<file path="config.mk">
export PLATFORM = sky130hd
export DESIGN_NAME = div_unit_flat
export DESIGN_NICKNAME = d
export VERILOG_FILES = /design/src/rtl/div_unit_pkg.sv /design/src/rtl/div_unit_if.sv /design/src/rtl/div_unit.sv /design/src/flat_wrapper.sv
export SDC_FILE = /design/constraint.sdc
export NUM_CORES = 1
export LEC_CHECK = 0
export ABC_AREA = 1
export CORE_MARGIN = 4
export CORE_UTILIZATION = 50
export DETAILED_ROUTE_END_ITERATION = 10
export PLACE_DENSITY = 0.72
export SYNTH_ARGS = -nofsm -noshare
export SYNTH_HDL_FRONTEND = slang
export SYNTH_SLANG_ARGS = --single-unit
</file>
<file path="constraint.sdc">
create_clock -name clk -period 12.1 [get_ports clk]
set_clock_uncertainty 0.2 [all_clocks]
set_input_delay 2.42 -clock clk [delete_from_list [all_inputs] [get_ports clk]]
set_output_delay 2.42 -clock clk [all_outputs]
set_load 0.05 [all_outputs]
</file>
<file path="src/rtl/div_unit_pkg.sv">
// div_unit_pkg: shared widths, ready codes and FSM state encoding for the EX-stage divider
package div_unit_pkg;
    localparam int DIV_W = 32;
    localparam logic DivResultReady = 1'b1;
    localparam logic DivResultNotReady = 1'b0;
    typedef enum logic [1:0] {DivFree, DivByZero, DivOn, DivEnd} div_state_e;
endpackage

</file>
<file path="src/rtl/div_unit_if.sv">
// div_unit_if: EX-stage to divider request/result bundle
interface div_unit_if #(
    parameter int DATA_W = div_unit_pkg::DIV_W
) ();
    logic                  signed_div_i;
    logic [DATA_W-1:0]     opdata1_i;
    logic [DATA_W-1:0]     opdata2_i;
    logic                  start_i;
    logic                  annul_i;
    logic [2*DATA_W-1:0]   result_o;
    logic                  ready_o;
    logic                  stallreq_o;
    modport master (
        output signed_div_i, opdata1_i, opdata2_i, start_i, annul_i,
        input  result_o, ready_o, stallreq_o
    );
    modport slave (
        input  signed_div_i, opdata1_i, opdata2_i, start_i, annul_i,
        output result_o, ready_o, stallreq_o
    );
endinterface

</file>
<file path="src/rtl/div_unit.sv">
// div_unit: multi-cycle restoring divider for DIV/DIVU, result = {remainder, quotient}
module div_unit
    import div_unit_pkg::*;
#(
    parameter int DATA_W = DIV_W
) (
    input  logic      clk,
    input  logic      rst,
    div_unit_if.slave bus
);
    localparam int CNT_W = $clog2(DATA_W);

    div_state_e            state_q, state_d;
    logic [CNT_W-1:0]      cnt_q, cnt_d;
    logic [DATA_W-1:0]     rem_q, rem_d, quo_q, quo_d, dvs_q, dvs_d;
    logic                  nq_q, nq_d, nr_q, nr_d, rdy_q, rdy_d;
    logic [2*DATA_W-1:0]   res_q, res_d;
    logic                  go, s1, s2;
    logic [DATA_W:0]       trial, diff;
    logic [DATA_W-1:0]     rem_n, quo_n;

    assign go = bus.start_i & ~bus.annul_i;
    assign s1 = bus.signed_div_i & bus.opdata1_i[DATA_W-1];
    assign s2 = bus.signed_div_i & bus.opdata2_i[DATA_W-1];
    // quo_q doubles as the dividend shift register; its MSB feeds the partial remainder
    assign trial = {rem_q, quo_q[DATA_W-1]};
    assign diff = trial - {1'b0, dvs_q};
    assign rem_n = diff[DATA_W] ? trial[DATA_W-1:0] : diff[DATA_W-1:0];
    assign quo_n = {quo_q[DATA_W-2:0], ~diff[DATA_W]};

    assign bus.result_o = res_q;
    assign bus.ready_o = rdy_q;
    assign bus.stallreq_o = bus.start_i & ~rdy_q & ~bus.annul_i;

    always_comb begin
        state_d = state_q;
        cnt_d = cnt_q;
        rem_d = rem_q;
        quo_d = quo_q;
        dvs_d = dvs_q;
        nq_d = nq_q;
        nr_d = nr_q;
        rdy_d = rdy_q;
        res_d = res_q;
        unique case (state_q)
            DivFree: if (go) begin
                if (bus.opdata2_i == '0) state_d = DivByZero;
                else begin
                    state_d = DivOn;
                    cnt_d = '0;
                    rem_d = '0;
                    quo_d = s1 ? -bus.opdata1_i : bus.opdata1_i;
                    dvs_d = s2 ? -bus.opdata2_i : bus.opdata2_i;
                    nr_d = s1;
                    nq_d = s1 ^ s2;
                end
            end
            DivByZero: begin
                state_d = DivEnd;
                res_d = '0;
                rdy_d = DivResultReady;
            end
            DivOn: if (!go) begin
                state_d = DivFree;
                cnt_d = '0;
                rdy_d = DivResultNotReady;
                res_d = '0;
            end else begin
                rem_d = rem_n;
                quo_d = quo_n;
                cnt_d = cnt_q + 1'b1;
                if (cnt_q == CNT_W'(DATA_W - 1)) begin
                    state_d = DivEnd;
                    rdy_d = DivResultReady;
                    res_d = {nr_q ? -rem_n : rem_n, nq_q ? -quo_n : quo_n};
                end
            end
            DivEnd: if (!go) begin
                state_d = DivFree;
                rdy_d = DivResultNotReady;
                res_d = '0;
            end
            default: state_d = DivFree;
        endcase
    end

    always_ff @(posedge clk or negedge rst) begin
        if (!rst) begin
            state_q <= DivFree;
            cnt_q <= '0;
            rem_q <= '0;
            quo_q <= '0;
            dvs_q <= '0;
            nq_q <= 1'b0;
            nr_q <= 1'b0;
            rdy_q <= DivResultNotReady;
            res_q <= '0;
        end else begin
            state_q <= state_d;
            cnt_q <= cnt_d;
            rem_q <= rem_d;
            quo_q <= quo_d;
            dvs_q <= dvs_d;
            nq_q <= nq_d;
            nr_q <= nr_d;
            rdy_q <= rdy_d;
            res_q <= res_d;
        end
    end
endmodule

</file>
<file path="src/flat_wrapper.sv">
// flat-port wrapper written by rule: the top's interface ports become plain ports
module div_unit_flat import div_unit_pkg::*;
#(
    parameter int DATA_W = DIV_W
)
  (clk, rst, bus_signed_div_i, bus_opdata1_i, bus_opdata2_i, bus_start_i, bus_annul_i, bus_result_o, bus_ready_o, bus_stallreq_o);
  div_unit_if #(.DATA_W(DATA_W)) bus_i ();
  input  logic clk;
  input  logic rst;
  input wire logic [$bits(bus_i.signed_div_i)-1:0] bus_signed_div_i;
  input wire logic [$bits(bus_i.opdata1_i)-1:0] bus_opdata1_i;
  input wire logic [$bits(bus_i.opdata2_i)-1:0] bus_opdata2_i;
  input wire logic [$bits(bus_i.start_i)-1:0] bus_start_i;
  input wire logic [$bits(bus_i.annul_i)-1:0] bus_annul_i;
  output wire logic [$bits(bus_i.result_o)-1:0] bus_result_o;
  output wire logic [$bits(bus_i.ready_o)-1:0] bus_ready_o;
  output wire logic [$bits(bus_i.stallreq_o)-1:0] bus_stallreq_o;
  assign bus_i.signed_div_i = bus_signed_div_i;
  assign bus_i.opdata1_i = bus_opdata1_i;
  assign bus_i.opdata2_i = bus_opdata2_i;
  assign bus_i.start_i = bus_start_i;
  assign bus_i.annul_i = bus_annul_i;
  assign bus_result_o = bus_i.result_o;
  assign bus_ready_o = bus_i.ready_o;
  assign bus_stallreq_o = bus_i.stallreq_o;
  div_unit #(.DATA_W(DATA_W)) u_core (.clk(clk), .rst(rst), .bus(bus_i));
endmodule
</file>
==> results.md <==
- Status: finished clean
- Resized cells post-CTS: 0
- MaxCap Viol Count: 0
- Largest cells by area after synthesis: dfrtp_1 (32%), nand2_1 (20%), inv_1 (8.4%)
- Worst Hold Class: flop to flop
- Crit path cell chain: clkdlybuf4s50_1 -> inv_1 -> nor2_1 -> inv_1 -> nor2_1 -> clkdlybuf4s50_1
- Async S/R FF share, synth: 100.0%
- Pin count of the biggest net entering global routing: 73
- Antenna violations before repair: 0
- Residual DRC: 0
- PwrDens: 308.8 mW/mm²
- Antenna viol nets, final: 0
- Number of cells produced by synthesis: 2088
- Initial Util: 50.78%
- Min Tclk post-route: 6863 ps
- Largest area contributor in the netlist: dfrtp_1
- Clock transition at path regs: 70 ps
- Core area: 0.02598 mm²
- CP endpoint kind: output port
- Vias per inst: 5.343
- Startpoint Class: primary input
- RSZ-0062 raised after global routing: no
- Share of power burned in registers: 16.9%
- Seq/Total Area, Yosys: 32.24%
- Mean Syn Cell Area: 6.320 µm²
- Vias in the first global route: 12820
- Wire per inst: 15.98 µm
- Synth warnings: 0
- N_diodes: 0
- CTS Buf Count: 17
- Worst Setup Path Type: primary input to output port
- Drt pass-1 iters: 6
- GRT Overall Usage: 28.15%
- Internal: 1.985 mW
- Max Slew Vio Count: 0
- Share of post-route cells with drive strength above 1: 4.409%
- Iter 0 DRT Violations: 1258
- Die area: 0.02906 mm²
- Critical path depth in cells: 6
- Crit-path max cell delay: 810 ps
- WL final: 40510 µm
- Nets: 2295
- Worst rel slew slack: 35.98%
- Commonest non-fill, non-tap cell in the layout: nand2_1
- Cell variety after synth: 52
- Net Sw Frac: 58.13%
- FF-to-FF path depth: 28
- F_max: 0.1457 GHz
- Final Core Density: 59.11%
- Clk sink count: 170
- Maximum clock insertion buffer count: 2
- Row count: 59
- Die Y: 170.5 µm
- Area grow syn2layout: 16.38%
- Switching power: 2.757 mW
- Tcrit/Tclk final: 56.72%
- Setup tns final: 0 ps
- Leak: 8.005 nW
- Yosys reg bits: 170
- Slowest cell on the critical path: clkdlybuf4s50_1
- Syn_nets: 2196
- Gate power share: 70.8%
- Worst skew pair latency: 450 ps
- Most frequent cells in the layout: nand2_1 (703), inv_1 (297), nor2_1 (177)
- Cts hold-fix bufs: 0
- Total gr overflow: 0
- Number of H-tree branching levels: 4
- Port Buffers: 134
- Synth top area share: 32.24%
- Worst EP arrival: 4240 ps
- Worst slew pin tran: 954.4 ps
- Die width: 170.5 µm
- Synth Flop Type: dfrtp_1
- Post CTS Setup Buffer Count: 0
- CTS tree: built
- Vias: 13540
- Crit-path max FO: 4
- GPL Wtd Cong: 0.9516
- Fin. Hold Viols: 0
- Maximum vdd drop: 0.0002297 V
- First-pass GRT wire length: 66030 µm
- Worst hold stages: 2
- # IOs: 135
- EDFF count, synth: 0
- Final setup vio count: 0
- Worst path required time: 9480 ps
- Post-DP HPWL: 31550 µm
- Buf+Inv Stages, Crit Path: 4
- Root buf cell: clkbuf_16
- Clock power share: 12.3%
- Mapped cell area: 0.01320 mm²
- CP delay by family, top: buffers and inverters
==> registers in the layout, indices dropped and copies added, names as in the netlist <==
signal	count
u_core.bus.ready_o	1
u_core.bus.result_o	64
u_core.cnt_q	5
u_core.dvs_q	32
u_core.nq_q	1
u_core.nr_q	1
u_core.quo_q	32
u_core.rem_q	32
u_core.state_q	2
==> Yosys cell counts, types with 13 or more instances <==
cell / number
ha_1: 38
a21oi_1: 72
dfrtp_1: 170
o21ai_1: 18
nand4_1: 20
xnor2_1: 14
nand2_1: 703
buf_2: 13
o21ai_0: 176
xor2_1: 42
nor2_1: 179
o22ai_1: 33
nor3_1: 39
nand3_1: 122
clkbuf_1: 39
nand2_2: 21
inv_1: 297
==> final cells by class <==
class                      count  area [µm²]
multi-input combinational   1550        7503
sequential                   170        4254
timing repair buffer         144        1418
clock buffer                  17       425.4
fill                        2560       10630
tap                          335       419.2
clock inverter                15       197.7
inverter                     304        1141
==> logic make-up (layout without fill, tap and decap cells) <==
family          count (synthesis)  count (layout)  share of synthesized area (%)
flops                         170             170                          32.24
compound gates                330             330                          13.58
xor+xnor                       56              56                          3.717
buf+inv                       368             480                          11.02
simple gates                 1125            1125                          35.70
fa+ha+maj                      39              39                          3.755
==> final timing paths <==
path,slack (ps),from,to
worst min-delay path,280,u_core.bus.result_o[60],u_core.bus.result_o[60]
max in group asynchronous,8730,rst,u_core.bus.result_o[13]
min in group asynchronous,1670,rst,u_core.dvs_q[27]
worst min register to register,280,u_core.bus.result_o[60],u_core.bus.result_o[60]
worst max register to register,6780,u_core.quo_q[31],u_core.bus.result_o[26]
worst max-delay path,5240,bus_start_i,bus_stallreq_o
==> worst reg2reg max path: cells and delay by family (launching register included) <==
family / cells / cell delay [ps]
buffers and inverters: 5 / 460
AOI/OAI and AO/OA: 6 / 1100
and+or+nand+nor: 14 / 2240
adders and majority gates: 3 / 880
DFF: 1 / 360
==> per-layer routing <==
| layer | wire [µm] | track usage, % | vias to the layer above | share of wire [%] |
|---|---|---|---|---|
| met5 | 0 | 0 | - | 0 |
| met2 | 19570 | 47.56 | 442 | 48 |
| met4 | 1207 | 9.097 | 0 | 3.0 |
| li1 | - | - | 6847 | - |
| met1 | 17740 | 37.53 | 6189 | 44 |
| met3 | 1996 | 3.740 | 66 | 4.9 |
==> stage by stage <==
| stage | std cells | area (µm²) | setup slack (ps) | power [mW] | hold WS (ps) |
|---|---|---|---|---|---|
| CTS | 2535 | 15360 | 5247 | 4.707 | 283.5 |
| detailed placement | 2503 | 14740 | 5265 | 4.103 | 264.5 |
| floorplan | 2088 | 13200 | 6130 | 3.339 | 248.3 |
| finish | 2535 | 15360 | 5237 | 4.742 | 276.8 |
| global route | 2535 | 15360 | 5176 | 5.219 | 309.7 |
| global placement | 2503 | 14740 | 5274 | 4.072 | 261.6 |
==> power by group through the flow <==
stage	Sequential, mW	Clock (mW)	Combinational, mW
after floorplan	0.769	0	2.57
after global placement	0.808	0	3.26
after detailed placement	0.811	0	3.29
after CTS	0.801	0.589	3.32
after global routing	0.815	0.614	3.79
final	0.803	0.583	3.36
No activity file was read; power rests on OpenSTA's default activity.
